### config.mk
export PLATFORM = sky130hd
export DESIGN_NAME = reg_en
export DESIGN_NICKNAME = d
export VERILOG_FILES = /design/src/rtl/pipe_pkg.sv /design/src/rtl/reg_en.sv
export SDC_FILE = /design/constraint.sdc
export NUM_CORES = 1
export LEC_CHECK = 0
export ABC_AREA = 0
export ABC_CLOCK_PERIOD_IN_PS = 1700
export BUFFER_PORTS_ARGS = -buffer_cell sky130_fd_sc_hd__buf_2
export CAP_MARGIN = 20
export CORE_ASPECT_RATIO = 1.75
export CORE_MARGIN = 5
export CORE_UTILIZATION = 45
export DETAILED_ROUTE_END_ITERATION = 10
export PLACE_DENSITY = 0.8
export SETUP_SLACK_MARGIN = 0.4
export SKIP_CTS_REPAIR_TIMING = 1
export SLEW_MARGIN = 25
export SYNTH_ARGS = -nofsm -noshare
export SYNTH_HDL_FRONTEND = slang
export SYNTH_SLANG_ARGS = --single-unit
### constraint.sdc
create_clock -name clk -period 1.7 [get_ports clk]
set_input_delay 0.34 -clock clk [delete_from_list [all_inputs] [get_ports clk]]
set_output_delay 0.34 -clock clk [all_outputs]
set_load 0.01 [all_outputs]
### src/rtl/pipe_pkg.sv
`default_nettype none
// ============================================================================
//  Module      : pipe_pkg
//  Description : Shared field widths for the inter-stage pipeline registers.
//                Stage registers pass these as the WIDTH of each reg_en.
//  Revision    : 1.0 - initial release
// ============================================================================
package pipe_pkg;

    // Architectural data-path width (PC, IS, IMM, SR1/SR2, CSR fields)
    localparam int XLEN       = 32;

    // Control bundles carried down the pipe
    localparam int CTRL_EX_W  = 16;
    localparam int CTRL_MEM_W = 8;
    localparam int CTRL_WB_W  = 8;

    // Concatenated operand/forwarding mux selects
    localparam int MUX_SEL_W  = 24;

endpackage : pipe_pkg
`default_nettype wire

### src/rtl/reg_en.sv
`default_nettype none
// ============================================================================
//  Module      : reg_en
//  Description : Parameterized D register with write enable and asynchronous
//                active-low reset. Storage primitive behind every pipeline
//                stage register; flush/bubble is applied upstream on din.
//  Revision    : 1.0 - initial release
// ============================================================================
module reg_en
    import pipe_pkg::*;
#(
    parameter int              WIDTH   = XLEN,
    parameter logic [WIDTH-1:0] RST_VAL = '0
) (
    input  logic             clk,
    input  logic             rstn,
    input  logic             wen,
    input  logic [WIDTH-1:0] din,
    output logic [WIDTH-1:0] dout
);

    // Storage: reset dominates, otherwise capture on enable, else hold.
    // dout is the flop output itself so there is no path from din/wen.
    always_ff @(posedge clk or negedge rstn) begin
        if (!rstn) begin
            dout <= RST_VAL;
        end else if (wen) begin
            dout <= din;
        end
    end

`ifndef SYNTHESIS
    // A zero-width register is meaningless; stop elaboration early.
    generate
        if (WIDTH < 1) begin : g_bad_width
            $error("reg_en: WIDTH must be >= 1");
        end
    endgenerate

    // An unknown enable would leave the stored value undefined.
    a_wen_known : assert property (
        @(posedge clk) disable iff (!rstn) !$isunknown(wen)
    ) else $error("reg_en: wen is X/Z at clock edge");

    // Capturing unknown data poisons every downstream stage.
    a_din_known : assert property (
        @(posedge clk) disable iff (!rstn) wen |-> !$isunknown(din)
    ) else $error("reg_en: din is X/Z while wen=1");
`endif

endmodule : reg_en
`default_nettype wire

==> results of run 1 <==
through the flow:
stage	instance area, sq um	util, %	worst slack (ps)
after floorplan	1350	-	693
after global placement	1670	57.6	584
after detailed placement	1670	57.6	555
after CTS	1760	60.7	527
after global routing	1760	60.7	508
final	1760	60.7	546
per-layer routing:
layer  vias to the layer above  share of wire [%]  global-route usage, %  wire length, um
met1                       407                 37                   15.4             1010
met4                         0               0.55                   7.09               15
met5                         -                  0                      0                0
li1                        377                  -                      -                -
met2                        36                 55                   24.0             1500
met3                         2                7.5                   5.39              203
cells by family after synthesis:
family / count (synthesis)
muxes: 32
DFF: 32
buffers and inverters: 4
worst max path at each step:
stage / end / slack [ps] / depth (start not counted) / start
2_1_floorplan: dout[0] / 690 / 3 / wen
3_3_place_gp: dout[29] / 580 / 3 / wen
3_5_place_dp: dout[29] / 550 / 3 / wen
4_1_cts: dout[1] / 530 / 1 / dout[1]
5_1_grt: dout[5] / 510 / 1 / dout[5]
6_report: dout[25] / 550 / 1 / dout[25]
layout make-up:
class | instances | area share [%]
repair buffers | 68 | 20.4
multi-input cells | 32 | 26.9
well taps | 28 | 1.99
clock buffers | 8 | 5.13
flip-flops and latches | 32 | 45.6
cells in the mapped netlist:
cell type,n,area (sq um)
mux2_2,2,22.5
buf_6,1,11.3
mux2_4,30,450
buf_12,3,60.1
dfrtp_1,32,801
where the power goes:
group | switching [W] | internal (W)
clock | 0.000241 | 0.000329
combinational | 0.000135 | 0.000193
sequential | 0.0000415 | 0.000839
==> metrics.md, run 1 <==
| Metric | Value |
|---|---|
| Vias | `822` |
| Worst vdd ir | `830 uV` |
| Worst Clk Skew | `0 ps` |
| Leading registers by flop count | `dout: 32 flops` |
| Compound-Gate Fraction of Synth Area | `0%` |
| Delay-heaviest family, CP | `flip-flops` |
| Post-DP HPWL | `2.07 mm` |
| Register bit total from synthesis | `32` |
| FMAX | `0.867 GHz` |
| Final wirelength | `2.72 mm` |
| Total track usage | `14.2%` |
| CP max-delay cell | `dfrtp_1` |
| FILL cells | `232` |
| Largest net degree at the start of global routing | `33` |
| Antenna Cells | `0` |
| Clock buffer depth | `2` |
| Overall Power | `0.00178 W` |
| Synth Cell Area | `0.00135 sq mm` |
| Unique cell type count in the Yosys netlist | `5` |
| Startpoint types | `flip-flop` |
| Most frequent cells in the layout | `buf_2, dfrtp_1, mux2_4, clkbuf_8` |
| H-tree levels | `2` |
| Yosys warning total | `0` |
| Critical path buffers and inverters | `1` |
| Synth Area in Adders | `0%` |
| Largest family of logic cells by synthesized area | `multiplexers` |
| Part of the Yosys area used for sequential elements | `59.5%` |
| Multiplexer area fraction after synthesis | `35.2%` |
| Pwr/cell area | `1010 mW/mm^2` |
| Final Setup Violations | `0` |
| Final period util | `67.9%` |
| Final hold slack | `108 ps` |
| First-pass GRT wire length | `4.26 mm` |
| Footprint of the multi-input gates | `473 sq um` |
| Initial antenna violation count | `0` |
| Max FFs per register | `32` |
| Total nets after synthesis | `103` |
| Drt pass-1 iters | `2` |
| Clk root buf | `clkbuf_8` |
| Critical Path AT | `810 ps` |
| Layout cells sized above 1 | `75.7%` |
| Num CTS Buffers | `5` |
| Final hold vios | `0` |
| Commonest non-fill, non-tap cell in the layout | `buf_2` |
| Worst relative slew slack | `54.5%` |
| Setup_tns | `0 ps` |
| CTS tree | `built` |
| Nature of the critical path endpoint | `output pin` |
| Initial Util | `46.5%` |
| Critical R2R Launch | `dout[25]` |
| Area share of and/or/nand/nor cells after synthesis | `0%` |
| Clock sinks | `32` |
| Reg with most FFs | `dout` |
| Max Cap Violations | `0` |
| DRT iter0 DRCs | `4` |
| Critical path type | `reg -> out` |
| Max Transition Viols Final | `0` |
| Static leakage | `0.949 nW` |
| Syn Inst Count | `68` |
| DRC | `0` |
| R2r setup slk | `910 ps` |
| Wirelength per Cell | `16.2 um` |
| Biggest cell delay along the critical path | `390 ps` |
| Area delta synth->final | `30.6%` |
| Core Region | `0.00290 sq mm` |
| Port Buf Inserts | `66` |
| Gpl congestion | `0.660` |
| Unrepaired setup endpoints after global routing | `no` |
| Worst-Margin Slew | `683 ps` |
| Die Span X | `51.3 um` |
| Nets@finish | `174` |
| Worst-path clk slew | `60 ps` |
| Syn Area/Cell | `19.8 sq um` |
| Outcome | `finished, final reports clean` |
| DIE AREA | `0.00423 sq mm` |
| Rows | `26` |
| Final Instance Count excl. Fillers | `168` |
| IO Pins | `67` |
| Gr ovfl total | `0` |
| Detail Route Antenna Nets | `0` |
| Skew-Pair Late Insertion Delay | `270 ps` |
| CP Max Fanout | `2` |
| Critical path required time | `1360 ps` |
| Die Ht | `82.3 um` |
| Worst r2r dst | `dout[25]` |
| Post-route minimum period | `1150 ps` |
| Crit-path cells | `buf_2` |
| Worst min path class | `in -> async` |
| Register area | `801 sq um` |
| Vias in the first global route | `876` |
| R2R depth | `1` |
| XOR/XNOR share of the synthesized area | `0%` |
| Placed Cells incl. Taps | `160` |
| Via density | `4.89` |
No activity file was read; power rests on OpenSTA's default activity.
==> inputs of run 2 (changes only) <==
Settings changed: ABC_AREA 0 to 1, ABC_CLOCK_PERIOD_IN_PS 1700 to 1100, CORE_UTILIZATION 45 to 44, PLACE_DENSITY 0.8 to 0.79.
Clock period 1.7 ns to 1.1 ns, I/O delays scaled along.
==> metrics.md, run 2 <==
| Metric | Value |
|---|---|
| Pre-CTS setup slack | `288 ps` |
| Total length of routed met2 wires | `1.57 mm` |
| Gr ovfl total | `0` |
| Sw Pwr | `0.000700 W` |
| Post-synth top area share | `62.0%` |
| Final hold slack | `-155 ps` |
| Port Buf Inserts | `66` |
| Switching share of power | `25.7%` |
| Most common cell in the synthesized netlist | `nand2_1` |
| Outcome | `finished with violations` |
| DRT iter0 DRCs | `14` |
| Failing checks | `hold timing` |
| Pwr/cell area | `1490 mW/mm^2` |
| Worst Clk Skew | `0 ps` |
| Antenna Cells | `0` |
| Detail Route Antenna Nets | `0` |
| Worst min path class | `in -> async` |
| Worst vdd ir | `1060 uV` |
| FMAX | `0.973 GHz` |
| DR top layer | `met4` |
| H-tree levels | `2` |
| Delay-heaviest family, CP | `flip-flops` |
| CP Max Fanout | `2` |
| Vias in the first global route | `974` |
| Total nets after synthesis | `171` |
| Final hold vios | `13` |
| Vias | `1124` |
| Worst-Margin Slew | `344 ps` |
| Crit-path cells | `buf_2` |
| Final Setup Violations | `0` |
| Unique cell type count in the Yosys netlist | `7` |
| Leading registers by flop count | `dout: 32 flops` |
| DRC | `0` |
| Internal Power | `0.00203 W` |
| First-pass GRT wire length | `4.34 mm` |
| CP max-delay cell | `dfrtp_1` |
| Commonest non-fill, non-tap cell in the layout | `nand2_1` |
| Logic pwr share | `18.1%` |
| Total track usage | `14.0%` |
| Top cells by count, synth | `nand2_1, dfrtp_1, nand2_2` |
| FILL cells | `273` |
| Critical path type | `reg -> out` |
| Final setup margin | `72.0 ps` |
| Wirelength per Cell | `11.7 um` |
| Register bit total from synthesis | `32` |
| Startpoint types | `flip-flop` |
| Clock Power Share | `32.9%` |
| Synth area leader | `dfrtp_1` |
| Clock sinks | `32` |
| Post-DP HPWL | `1.98 mm` |
| DIE AREA | `0.00416 sq mm` |
| Max Transition Viols Final | `0` |
| Yosys warning total | `0` |
| WL met1 | `1.06 mm` |
| Static leakage | `1.10 nW` |
| Layout cells sized above 1 | `46.6%` |
| Skew-Pair Late Insertion Delay | `270 ps` |
| Part of the Yosys area used for sequential elements | `62.0%` |
| Worst-path clk slew | `70 ps` |
| Initial antenna violation count | `0` |
| Num CTS Buffers | `5` |
| Nets@finish | `255` |
| Post-synth EDFFs | `0` |
| Post-synth top flop | `dfrtp_1` |
| Core Region | `0.00286 sq mm` |
| Biggest cell delay along the critical path | `390 ps` |
| Dominant cells by area after synthesis | `dfrtp_1, nand2_1, nand2_2, clkbuf_8, buf_6` |
| Max Cap Violations | `0` |
| Largest net degree at the start of global routing | `33` |
| CTS tree | `built` |
| Synth Cell Area | `0.00129 sq mm` |
| Clk root buf | `clkbuf_8` |
| Reg with most FFs | `dout` |
| Final period util | `93.5%` |
| Clock buffer depth | `2` |
| Gpl congestion | `0.707` |
| Most frequent cells in the layout | `nand2_1, buf_2, dfrtp_1, buf_4, nand2_2` |
| Drt pass-1 iters | `5` |
| Initial Util | `45.1%` |
| Worst relative slew slack | `77.1%` |
| Max FFs per register | `32` |
| Syn Inst Count | `136` |
| Setup_tns | `0 ps` |
| Rows | `26` |
| Critical Path AT | `810 ps` |
| Register area | `801 sq um` |
| Nature of the critical path endpoint | `output pin` |
| Syn Area/Cell | `9.50 sq um` |
| Final wirelength | `2.91 mm` |
| Area delta synth->final | `41.4%` |
| Met3 WL post-DR | `263 um` |
| Critical path buffers and inverters | `1` |
| Asr flop ratio synth | `100%` |
| Unrepaired setup endpoints after global routing | `yes` |
| Via density | `4.51` |
| IO Pins | `67` |
| Die Ht | `81.7 um` |
| Sequential share of power | `49.0%` |
| Critical path required time | `880 ps` |
| Post-route minimum period | `1030 ps` |
| Footprint of the multi-input gates | `385 sq um` |
| Die Span X | `51.0 um` |
run 2: cell count changes in the layout (fill, tap and decap cells not counted), moves of 10 or more:
cell,delta
mux2_4,-30
buf_4,+15
nand2_1,+86
nand2_2,+10
run 2: layout make-up:
type	instances	share of cell area, %
flip-flops and latches	32	43.8
repair buffers	84	27.5
multi-input cells	96	21.1
clock buffers	6	4.52
well taps	28	1.92
inverters	1	0.616
clock inverters	2	0.548
run 2: worst register-to-register path, delay by kind of cell, from the launching register on:
family        cells  cell delay (ps)
flops             1              390
simple gates      2              100
buf+inv           1              140
run 2: per-layer routing:
metal	vias up	global-route usage [%]
met3	2	6.35
met4	0	5.37
li1	569	-
met5	-	0
met2	40	23.3
met1	513	15.5
run 2: kinds of logic after synthesis:
group         count (synthesis)  share of synthesized area [%]
buf+inv                       8                           8.23
flops                        32                           62.0
simple gates                 96                           29.8
run 2: worst paths after layout:
check                           end  startpoint  slack, ps  cells after the start
max in group asynchronous   dout[8]        rstn        840                      2
setup / recovery           dout[18]    dout[18]         70                      1
hold / removal             dout[22]        rstn       -160                      1
hold reg to reg            dout[26]    dout[26]        470                      2
setup reg to reg           dout[13]    dout[13]        370                      3
min in group clk           dout[29]     din[29]        140                      3
run 2: stage by stage:
step / utilization (%) / power (W) / instances / hold slack, ps / area [sq um]
after floorplan: - / 0.00157 / 136 / -75.6 / 1300
after global placement: 56.0 / 0.00177 / 225 / 149 / 1600
after detailed placement: 56.0 / 0.00177 / 225 / 149 / 1600
after CTS: 59.2 / 0.00268 / 233 / -150 / 1700
after global routing: 63.9 / 0.00288 / 249 / -138 / 1830
final: 63.9 / 0.00273 / 249 / -155 / 1830
run 2: power groups by stage:
stage	sequential (W)	clock (W)	combinational, W
after floorplan	0.00141	0	0.000161
after global placement	0.00136	0	0.000408
after detailed placement	0.00136	0	0.000411
after CTS	0.00134	0.000927	0.000411
after global routing	0.00135	0.000990	0.000547
final	0.00134	0.000898	0.000492
==> inputs of run 3 (changes only) <==
Settings changed: CORE_UTILIZATION 44 to 35, PLACE_DENSITY 0.79 to 0.65.
==> metrics.md, run 3 (synthesized netlist as in run 2, its figures left out) <==
| Metric | Value |
|---|---|
| CP max-delay cell | `dfrtp_1` |
| Area delta synth->final | `42.9%` |
| Final cell utilization of the core | `51.4%` |
| FILL cells | `373` |
| Worst r2r dst | `dout[8]` |
| Gr ovfl total | `0` |
| Startpoint types | `flip-flop` |
| Clock buffer depth | `2` |
| Unrepaired setup endpoints after global routing | `yes` |
| Worst vdd ir | `949 uV` |
| Initial antenna violation count | `0` |
| Nature of the critical path endpoint | `output pin` |
| Setup_tns | `0 ps` |
| Final hold vios | `0` |
| Commonest non-fill, non-tap cell in the layout | `nand2_1` |
| CTS tree | `built` |
| HP Start | `din[28]` |
| Delay-heaviest family, CP | `flip-flops` |
| Critical path buffers and inverters | `1` |
| R2R depth | `3` |
| Pwr/cell area | `1430 mW/mm^2` |
| Largest net degree at the start of global routing | `33` |
| Max Cap Violations | `0` |
| Clk root buf | `clkbuf_8` |
| Static leakage | `1.09 nW` |
| Nets@finish | `255` |
| Worst Clk Skew | `0 ps` |
| Die Ht | `90.4 um` |
| Skew-Pair Late Insertion Delay | `270 ps` |
| Drt pass-1 iters | `4` |
| DRC | `0` |
| Sw Pwr | `0.000686 W` |
| R2r setup slk | `380 ps` |
| Worst relative slew slack | `86.3%` |
| Critical path type | `reg -> out` |
| Vias | `1115` |
| Post-DP HPWL | `2.15 mm` |
| Final setup margin | `75.3 ps` |
| Worst-Margin Slew | `205 ps` |
| Most frequent cells in the layout | `nand2_1, buf_2, dfrtp_1, buf_4, nand2_2` |
| Initial Util | `36.0%` |
| Sequential share of power | `50.5%` |
| Switching share of power | `25.9%` |
| WHS Path Cells | `3` |
| Reg with most FFs | `dout` |
| Worst-path clk slew | `60 ps` |
| Wirelength per Cell | `11.4 um` |
| CP Max Fanout | `2` |
| Final wirelength | `3.03 mm` |
| Port Buf Inserts | `66` |
| Gpl congestion | `0.706` |
| Critical path required time | `880 ps` |
| DRT iter0 DRCs | `30` |
| Outcome | `finished, final reports clean` |
| Rows | `29` |
| Placed Cells incl. Taps | `243` |
| Critical R2R Launch | `dout[8]` |
| DIE AREA | `0.00506 sq mm` |
| Die Span X | `55.9 um` |
| First-pass GRT wire length | `5.15 mm` |
| Max FFs per register | `32` |
| Crit-path cells | `buf_2` |
| Max Transition Viols Final | `0` |
| IO Pins | `67` |
| Final Instance Count excl. Fillers | `266` |
| FMAX | `0.976 GHz` |
| Final hold slack | `142 ps` |
| Pre-CTS setup slack | `150 ps` |
| Num CTS Buffers | `5` |
| Logic pwr share | `18.7%` |
| Critical Path AT | `800 ps` |
| Total track usage | `12.9%` |
| Final Setup Violations | `0` |
| Clock sinks | `32` |
| WHS Endpoint | `dout[28]` |
| Layout cells sized above 1 | `45.9%` |
| Detail Route Antenna Nets | `0` |
| Internal Power | `0.00196 W` |
| Via density | `4.19` |
| Final period util | `93.2%` |
| Vias in the first global route | `1116` |
| Biggest cell delay along the critical path | `380 ps` |
| Antenna Cells | `0` |
| Clock Power Share | `30.8%` |
| Core Region | `0.00359 sq mm` |
| Leading registers by flop count | `dout: 32 flops` |
| Worst min path class | `in -> reg` |
| H-tree levels | `2` |
| Post-route minimum period | `1020 ps` |
## run 3: cell types whose count changed in the layout (fill, tap and decap cells not counted)
cell / delta
buf_2: -1
clkbuf_4: +1
dlygate4sd3_1: +1
nand2_1: -1
buf_6: +1
nand2_2: +1
clkinv_2: -1
buf_4: -2
clkbuf_8: -1
clkbuf_1: +1
## run 3: area by class of cell
class | count | area, sq um | share of cell area (%)
sequential | 32 | 801 | 43.4
clock inverter | 1 | 5.00 | 0.271
clock buffer | 6 | 72.6 | 3.93
inverter | 1 | 11.3 | 0.610
timing repair buffer | 84 | 512 | 27.7
multi-input combinational | 96 | 388 | 21.0
tap | 46 | 57.6 | 3.12
## run 3: worst max-delay path by stage
stage          startpoint  cells after the start  endpoint
2_1_floorplan         wen                      5   dout[0]
3_3_place_gp          wen                      4  dout[23]
3_5_place_dp          wen                      4  dout[24]
4_1_cts           dout[8]                      1   dout[8]
5_1_grt           dout[1]                      1   dout[1]
6_report          dout[0]                      1   dout[0]
## run 3: through the flow
| step | total power [W] | cell area [sq um] |
|---|---|---|
| after global placement | 0.00177 | 1630 |
| final | 0.00264 | 1850 |
| after floorplan | 0.00157 | 1300 |
| after global routing | 0.00281 | 1850 |
| after detailed placement | 0.00178 | 1630 |
| after CTS | 0.00262 | 1700 |
## run 3: routing by layer
metal / up-vias / wire length, um / global-route usage, %
met5: - / 0 / 0
li1: 572 / - / -
met4: 0 / 68 / 6.53
met1: 493 / 1160 / 14.4
met3: 5 / 244 / 4.58
met2: 45 / 1560 / 21.5
## run 3: power by group through the flow
stage                     clock (W)  combinational, W  sequential, W
after detailed placement          0          0.000417        0.00136
final                      0.000814          0.000495        0.00134
after global routing       0.000898          0.000559        0.00135
after CTS                  0.000857          0.000417        0.00134
after global placement            0          0.000410        0.00136
after floorplan                   0          0.000161        0.00141
